===== src/rtl/rr_stream_mux_pkg.sv =====
// Shared constants and helpers for the round-robin stream multiplexer.
package rr_stream_mux_pkg;

    localparam int DEFAULT_W = 16;

    // Channel index width; a single channel still needs one bit.
    function automatic int sel_width(input int n);
        return (n > 1) ? $clog2(n) : 1;
    endfunction

endpackage


===== src/rtl/rr_stream_mux_arbiter.sv =====
// Combinational N-way arbiter: round-robin from ptr upward, or fixed priority from index 0.
module rr_arbiter
    import rr_stream_mux_pkg::*;
#(
    parameter int N    = 4,
    parameter int RR   = 1,
    parameter int SELW = sel_width(N)
) (
    input  logic [N-1:0]    req,
    input  logic [SELW-1:0] ptr,
    output logic [N-1:0]    gnt,
    output logic [SELW-1:0] gnt_idx,
    output logic            any
);

    localparam logic [SELW:0] N_L = (SELW + 1)'(N);

    logic [SELW-1:0] base;
    logic [2*N-1:0]  req_dbl;
    logic [N-1:0]    rot;
    logic [SELW-1:0] off;
    logic            found;
    logic [SELW:0]   sum;

    assign base    = (RR != 0) ? ptr : '0;
    assign req_dbl = {req, req};
    assign any     = |req;

    // Rotating the doubled vector by base puts the search start at bit 0.
    always_comb begin
        rot = '0;
        for (int i = 0; i < N; i++) begin
            rot[i] = req_dbl[int'(base) + i];
        end
    end

    always_comb begin
        off   = '0;
        found = 1'b0;
        for (int i = 0; i < N; i++) begin
            if (!found && rot[i]) begin
                off   = SELW'(i);
                found = 1'b1;
            end
        end
    end

    always_comb begin
        sum = {1'b0, base} + {1'b0, off};
        if (sum >= N_L) begin
            sum = sum - N_L;
        end
        gnt_idx = sum[SELW-1:0];
    end

    always_comb begin
        gnt = '0;
        for (int i = 0; i < N; i++) begin
            if (any && (gnt_idx == SELW'(i))) begin
                gnt[i] = 1'b1;
            end
        end
    end

endmodule


===== src/rtl/rr_stream_mux.sv =====
// N:1 stream multiplexer with round-robin or fixed-priority arbitration and a registered output.
module rr_stream_mux
    import rr_stream_mux_pkg::*;
#(
    parameter int W    = DEFAULT_W,
    parameter int N    = 4,
    parameter int RR   = 1,
    parameter int SELW = sel_width(N)
) (
    input  logic            clk,
    input  logic            rst_n,
    input  logic [N*W-1:0]  in_data,
    input  logic [N-1:0]    in_valid,
    output logic [N-1:0]    in_ready,
    output logic [W-1:0]    out_data,
    output logic            out_valid,
    input  logic            out_ready,
    output logic [SELW-1:0] out_sel
);

    // Handshake: a word moves across a port only in a cycle where its valid and
    // ready are both high; a source holds valid/data stable until that happens,
    // and ready may depend combinationally on valid but never the reverse.

    localparam logic [SELW-1:0] LAST = SELW'(N - 1);

    logic            load;
    logic [N-1:0]    gnt;
    logic [SELW-1:0] gnt_idx;
    logic            any;
    logic [SELW-1:0] ptr;
    logic [W-1:0]    sel_word;

    rr_arbiter #(
        .N    (N),
        .RR   (RR),
        .SELW (SELW)
    ) u_arb (
        .req     (in_valid),
        .ptr     (ptr),
        .gnt     (gnt),
        .gnt_idx (gnt_idx),
        .any     (any)
    );

    assign load     = rst_n && (!out_valid || out_ready);
    assign in_ready = load ? gnt : '0;

    always_comb begin
        sel_word = '0;
        for (int i = 0; i < N; i++) begin
            if (gnt[i]) begin
                sel_word = sel_word | in_data[i*W +: W];
            end
        end
    end

    always_ff @(posedge clk) begin
        if (!rst_n) begin
            out_valid <= 1'b0;
            out_data  <= '0;
            out_sel   <= '0;
            ptr       <= '0;
        end else if (load) begin
            if (any) begin
                out_data  <= sel_word;
                out_sel   <= gnt_idx;
                out_valid <= 1'b1;
                // Wrap at N-1 rather than at the index width's natural limit.
                if ((RR != 0) && (N > 1)) begin
                    ptr <= (gnt_idx == LAST) ? '0 : gnt_idx + 1'b1;
                end
            end else begin
                out_valid <= 1'b0;
            end
        end
    end

endmodule

===== config.mk =====
export PLATFORM = sky130hd
export DESIGN_NAME = rr_stream_mux
export DESIGN_NICKNAME = d
export VERILOG_FILES = /design/src/rtl/rr_stream_mux_pkg.sv /design/src/rtl/rr_stream_mux_arbiter.sv /design/src/rtl/rr_stream_mux.sv
export SDC_FILE = /design/constraint.sdc
export NUM_CORES = 1
export LEC_CHECK = 0
export BUFFER_PORTS_ARGS = -buffer_cell sky130_fd_sc_hd__buf_4
export CAP_MARGIN = 25
export CORE_MARGIN = 2
export CORE_UTILIZATION = 35
export CTS_BUF_LIST = sky130_fd_sc_hd__clkbuf_2 sky130_fd_sc_hd__clkbuf_4 sky130_fd_sc_hd__clkbuf_8
export DETAILED_ROUTE_END_ITERATION = 8
export PLACE_DENSITY = 0.7
export SLEW_MARGIN = 10
export SYNTH_ARGS = -nofsm -noshare
export SYNTH_HDL_FRONTEND = slang
export SYNTH_SLANG_ARGS = --single-unit
export TNS_END_PERCENT = 10

===== constraint.sdc =====
create_clock -name clk -period 3.59 [get_ports clk]
set_clock_uncertainty 0.05 [all_clocks]
set_input_delay 0.5385 -clock clk [delete_from_list [all_inputs] [get_ports clk]]
set_output_delay 0.5385 -clock clk [all_outputs]
set_load 0.05 [all_outputs]

==> out/summary.log <==
[status] status finished clean
[synth] share of synthesized area spent on multiplexers 0
[route] total wire length 4550 microns
[power_and_ir_drop] switching power total 1.02 mW
[sta] final-layout worst hold slack 413 ps
[sta] Least-Margin Pin Slew 502 ps
[layout] ratio of cells with drive above 1 in the final layout 0.438
[cts] largest buffer count on any clock path 2
[cts] total clock sinks 21
[layout] signed area change from the synthesized netlist to the final layout 58.1%
[route] Detailed Routing Iterations Pass 1 4
[setup_path] worst endpoint data arrival time 2670 ps
[placed_design] # placed instances 293
[setup_path] CP Launch Type flop
[floorplanning] num ports 94
[route] number of nets with antenna violations after routing 0
[cts] worst skew pair latency 260 ps
[sta] unrepaired setup endpoints after global routing no
[setup_path] category of the worst setup path capture point output pin
[sta] remaining max-slew budget at the tightest pin 0.665
[synth] total of flip-flops plus latches after synthesis 21
[route] DRC 0
[power_and_ir_drop] leakage component of the power 0.975 nW
[synth] post-synthesis share of cell area spent on and, or, nand and nor gates 0.202
[hold_path] Hold Crit Class flop to flop
[floorplanning] die extent in x 65.8 microns
[global_route] pin count of the biggest net entering global routing 45
[cts] clock buffers created by TritonCTS 3
[power_and_ir_drop] maximum ir drop on the vdd rail 0.625 mV
[placed_design] hpwl dp 3420 microns
[placed_design] Port-buffer cells 93
[synth] count of flip-flops with a built-in enable after synthesis 0
[synth] synth warn 0
[setup_path] worst path required time 3000 ps
[route] total number of vias 1,589
[power_and_ir_drop] ratio of total power to cell area 937 nW/um^2
[layout] non-filler instance count after layout 297
[cts] maximum level of the CTS H-tree 1
[layout] final core utilization 0.577
[sta] count of pins over their slew limit 0
[global_route] via count of the first global-routing pass 1,378
[cts] clock-pin slew reported for the worst setup and hold paths after clock tree synthesis 80 ps
[sta] Achievable Freq 307 MHz
[sta] post-layout min period 3260 ps
[synth] post-synth top area share 0.315
[floorplanning] standard cell core area 3660 sq um
[run] max-capacitance violation count 0
[synth] dominant combinational cell family by area after synthesis compound AO/OA/AOI/OAI gates
[global_route] GRT Total Usage 0.199
[synth] gate count after technology mapping 165
[layout] # fillers 375
[floorplanning] standard-cell row count 22
[route] WL per Instance 15.3 microns
[power_and_ir_drop] internal power consumption 0.957 mW
[synth] fraction of synthesized cell area in xor and xnor cells 0.0197
[floorplanning] die height 65.8 microns
[layout] number of antenna repair diodes 0
[global_route] first-pass GRT wire length 6650 microns
[power_and_ir_drop] part of the total power dissipated in combinational logic 0.709
[synth] Post-Synth Adder-Cell Area 0.0469
[sta] final hold violation count 0
[setup_path] Setup Crit Path Kind flop to output pin
[synth] predominant post-synthesis flop cell sky130_fd_sc_hd__dfxtp_1
[sta] portion of the clock cycle consumed by the worst path in the final layout 0.907
[synth] number of distinct library cells after synthesis 31
[setup_path] Max Fanout on Critical Path 11
[sta] setup violation total in the final timing report 0
[synth] largest cells by area after synthesis sky130_fd_sc_hd__dfxtp_1 (31%), sky130_fd_sc_hd__a221oi_1 (9.8%), sky130_fd_sc_hd__a22o_1 (9.2%)
[synth] netlist area before placement 1340 sq um
[cts] CTS tree built
[route] number of DRC markers in iteration 0 80
[placed_design] final weighted congestion in routability-driven placement 0.741
[power_and_ir_drop] switching fraction of total power 0.516
[synth] area fraction in compound gates after synthesis 0.320
[synth] synthesized area divided by synthesized cell count 8.09 sq um
[synth] ys async rst share 0
[power_and_ir_drop] Clock Power Share 0.085
[synth] leading post-synthesis cells by instance count sky130_fd_sc_hd__dfxtp_1 (21), sky130_fd_sc_hd__nand3_1 (21), sky130_fd_sc_hd__a221oi_1 (15)
[synth] sequential-to-total area share from yosys stat 0.315
[synth] nets in the synthesized netlist 241
[global_route] grt ovf 0
[floorplanning] area of the die 4320 sq um
[synth] dominant cell type by area after synthesis sky130_fd_sc_hd__dfxtp_1
[route] number of vias per cell after detailed routing 5.35
[floorplanning] Initial Utilization 0.365
[global_route] antenna violations before repair 0
[power_and_ir_drop] sequential fraction of design power 0.206
[cts] Root Buffer sky130_fd_sc_hd__clkbuf_8
[layout] net count of the finished layout 326
## logic make-up after synthesis
family | after synthesis
AO/OA/AOI/OAI | 59
XOR/XNOR | 3
adder cells (fa/ha/maj) | 5
buffers and inverters | 25
flip-flops | 21
AND/OR/NAND/NOR | 52
## layout make-up
cell class	count	area (sq um)	share of cell area
multi-input cells	119	818	0.388
well taps	48	60.1	0.0285
flip-flops and latches	21	422	0.200
inverters	7	26.3	0.0124
clock buffers	4	48.8	0.0231
repair buffers	98	736	0.349
## layout by cell type (no fill, tap or decap)
master | Yosys | final
sky130_fd_sc_hd__o211ai_1 | 1 | 1
sky130_fd_sc_hd__xnor2_1 | 1 | 1
sky130_fd_sc_hd__o21bai_1 | 1 | 1
sky130_fd_sc_hd__nor2_2 | 0 | 1
sky130_fd_sc_hd__nor2b_1 | 1 | 1
sky130_fd_sc_hd__a22oi_1 | 2 | 2
sky130_fd_sc_hd__nor4_1 | 1 | 1
sky130_fd_sc_hd__clkbuf_4 | 0 | 1
sky130_fd_sc_hd__nand3_1 | 21 | 21
sky130_fd_sc_hd__nand3_4 | 1 | 1
sky130_fd_sc_hd__nor2_1 | 13 | 9
sky130_fd_sc_hd__nor3_1 | 4 | 4
sky130_fd_sc_hd__dfxtp_2 | 0 | 1
sky130_fd_sc_hd__o21ai_1 | 5 | 5
sky130_fd_sc_hd__nand4_1 | 1 | 1
sky130_fd_sc_hd__nand2_1 | 4 | 4
sky130_fd_sc_hd__a22o_1 | 14 | 14
sky130_fd_sc_hd__xor2_2 | 0 | 1
sky130_fd_sc_hd__clkbuf_8 | 0 | 3
sky130_fd_sc_hd__o21ai_0 | 13 | 13
sky130_fd_sc_hd__or4_1 | 1 | 1
sky130_fd_sc_hd__xor2_1 | 2 | 1
sky130_fd_sc_hd__nor4b_1 | 2 | 2
sky130_fd_sc_hd__a21oi_1 | 2 | 2
sky130_fd_sc_hd__nand2b_1 | 2 | 2
sky130_fd_sc_hd__dfxtp_1 | 21 | 20
sky130_fd_sc_hd__a31oi_1 | 4 | 4
sky130_fd_sc_hd__a221oi_1 | 15 | 15
sky130_fd_sc_hd__nand3b_1 | 1 | 1
sky130_fd_sc_hd__buf_4 | 2 | 98
sky130_fd_sc_hd__a211o_1 | 2 | 2
sky130_fd_sc_hd__inv_1 | 7 | 7
sky130_fd_sc_hd__nor2_4 | 0 | 3
sky130_fd_sc_hd__ha_1 | 5 | 5
## metal layers
layer,up-vias,track usage,routed length [microns]
met4,0,0.0651,74
met3,6,0.0394,325
met5,-,0,0
li1,797,-,-
met1,727,0.259,1900
met2,59,0.327,2250
## critical path: stages, from the launching register on
cell and delay [ps]:
sky130_fd_sc_hd__dfxtp_2 430, sky130_fd_sc_hd__nor2_1 80, sky130_fd_sc_hd__a221oi_1 320, sky130_fd_sc_hd__a31oi_1 70
sky130_fd_sc_hd__a211o_1 240, sky130_fd_sc_hd__ha_1 210, sky130_fd_sc_hd__xor2_2 240, sky130_fd_sc_hd__xor2_1 230
sky130_fd_sc_hd__ha_1 200, sky130_fd_sc_hd__inv_1 70, sky130_fd_sc_hd__nor2_4 90, sky130_fd_sc_hd__buf_4 210
## sequential cells by signal, summed over array words and instances (netlist names)
name	count
out_data	16
out_sel	2
out_valid	1
ptr	2
## power groups by stage
stage	logic, mW	registers, mW	clock network [mW]
6_report	1.40	0.408	0.167
5_1_grt	1.52	0.421	0.182
4_1_cts	1.41	0.406	0.171
3_5_place_dp	1.41	0.410	0
3_3_place_gp	1.40	0.408	0
2_1_floorplan	0.643	0.742	0
## path summary, 6_finish.rpt
path	startpoint	to	slack, ps	cells past startpoint
worst max register to register	ptr[0]	out_data[9]	700	12
worst min-delay path	out_data[9]	out_data[9]	410	2
worst min register to register	out_data[9]	out_data[9]	410	2
worst max-delay path	ptr[0]	in_ready[2]	330	11
## repair_timing
item,in CTS,in global routing
buffers inserted,0,0
gates resized for setup,0,2
endpoints found under the hold margin,0,0
endpoints found under the setup margin,0,4
hold buffers,0,0
## through the flow
stage               power, mW  TNS, ps  worst slack, ps  cell area [sq um]
global placement         1.81        0              380               2050
floorplan                1.38     -123            -90.4               1360
CTS                      1.99        0              107               2100
global route             2.12        0             94.1               2110
finish                   1.98        0              334               2110
detailed placement       1.82        0              291               2050
Power figures use the tool's default switching activity.
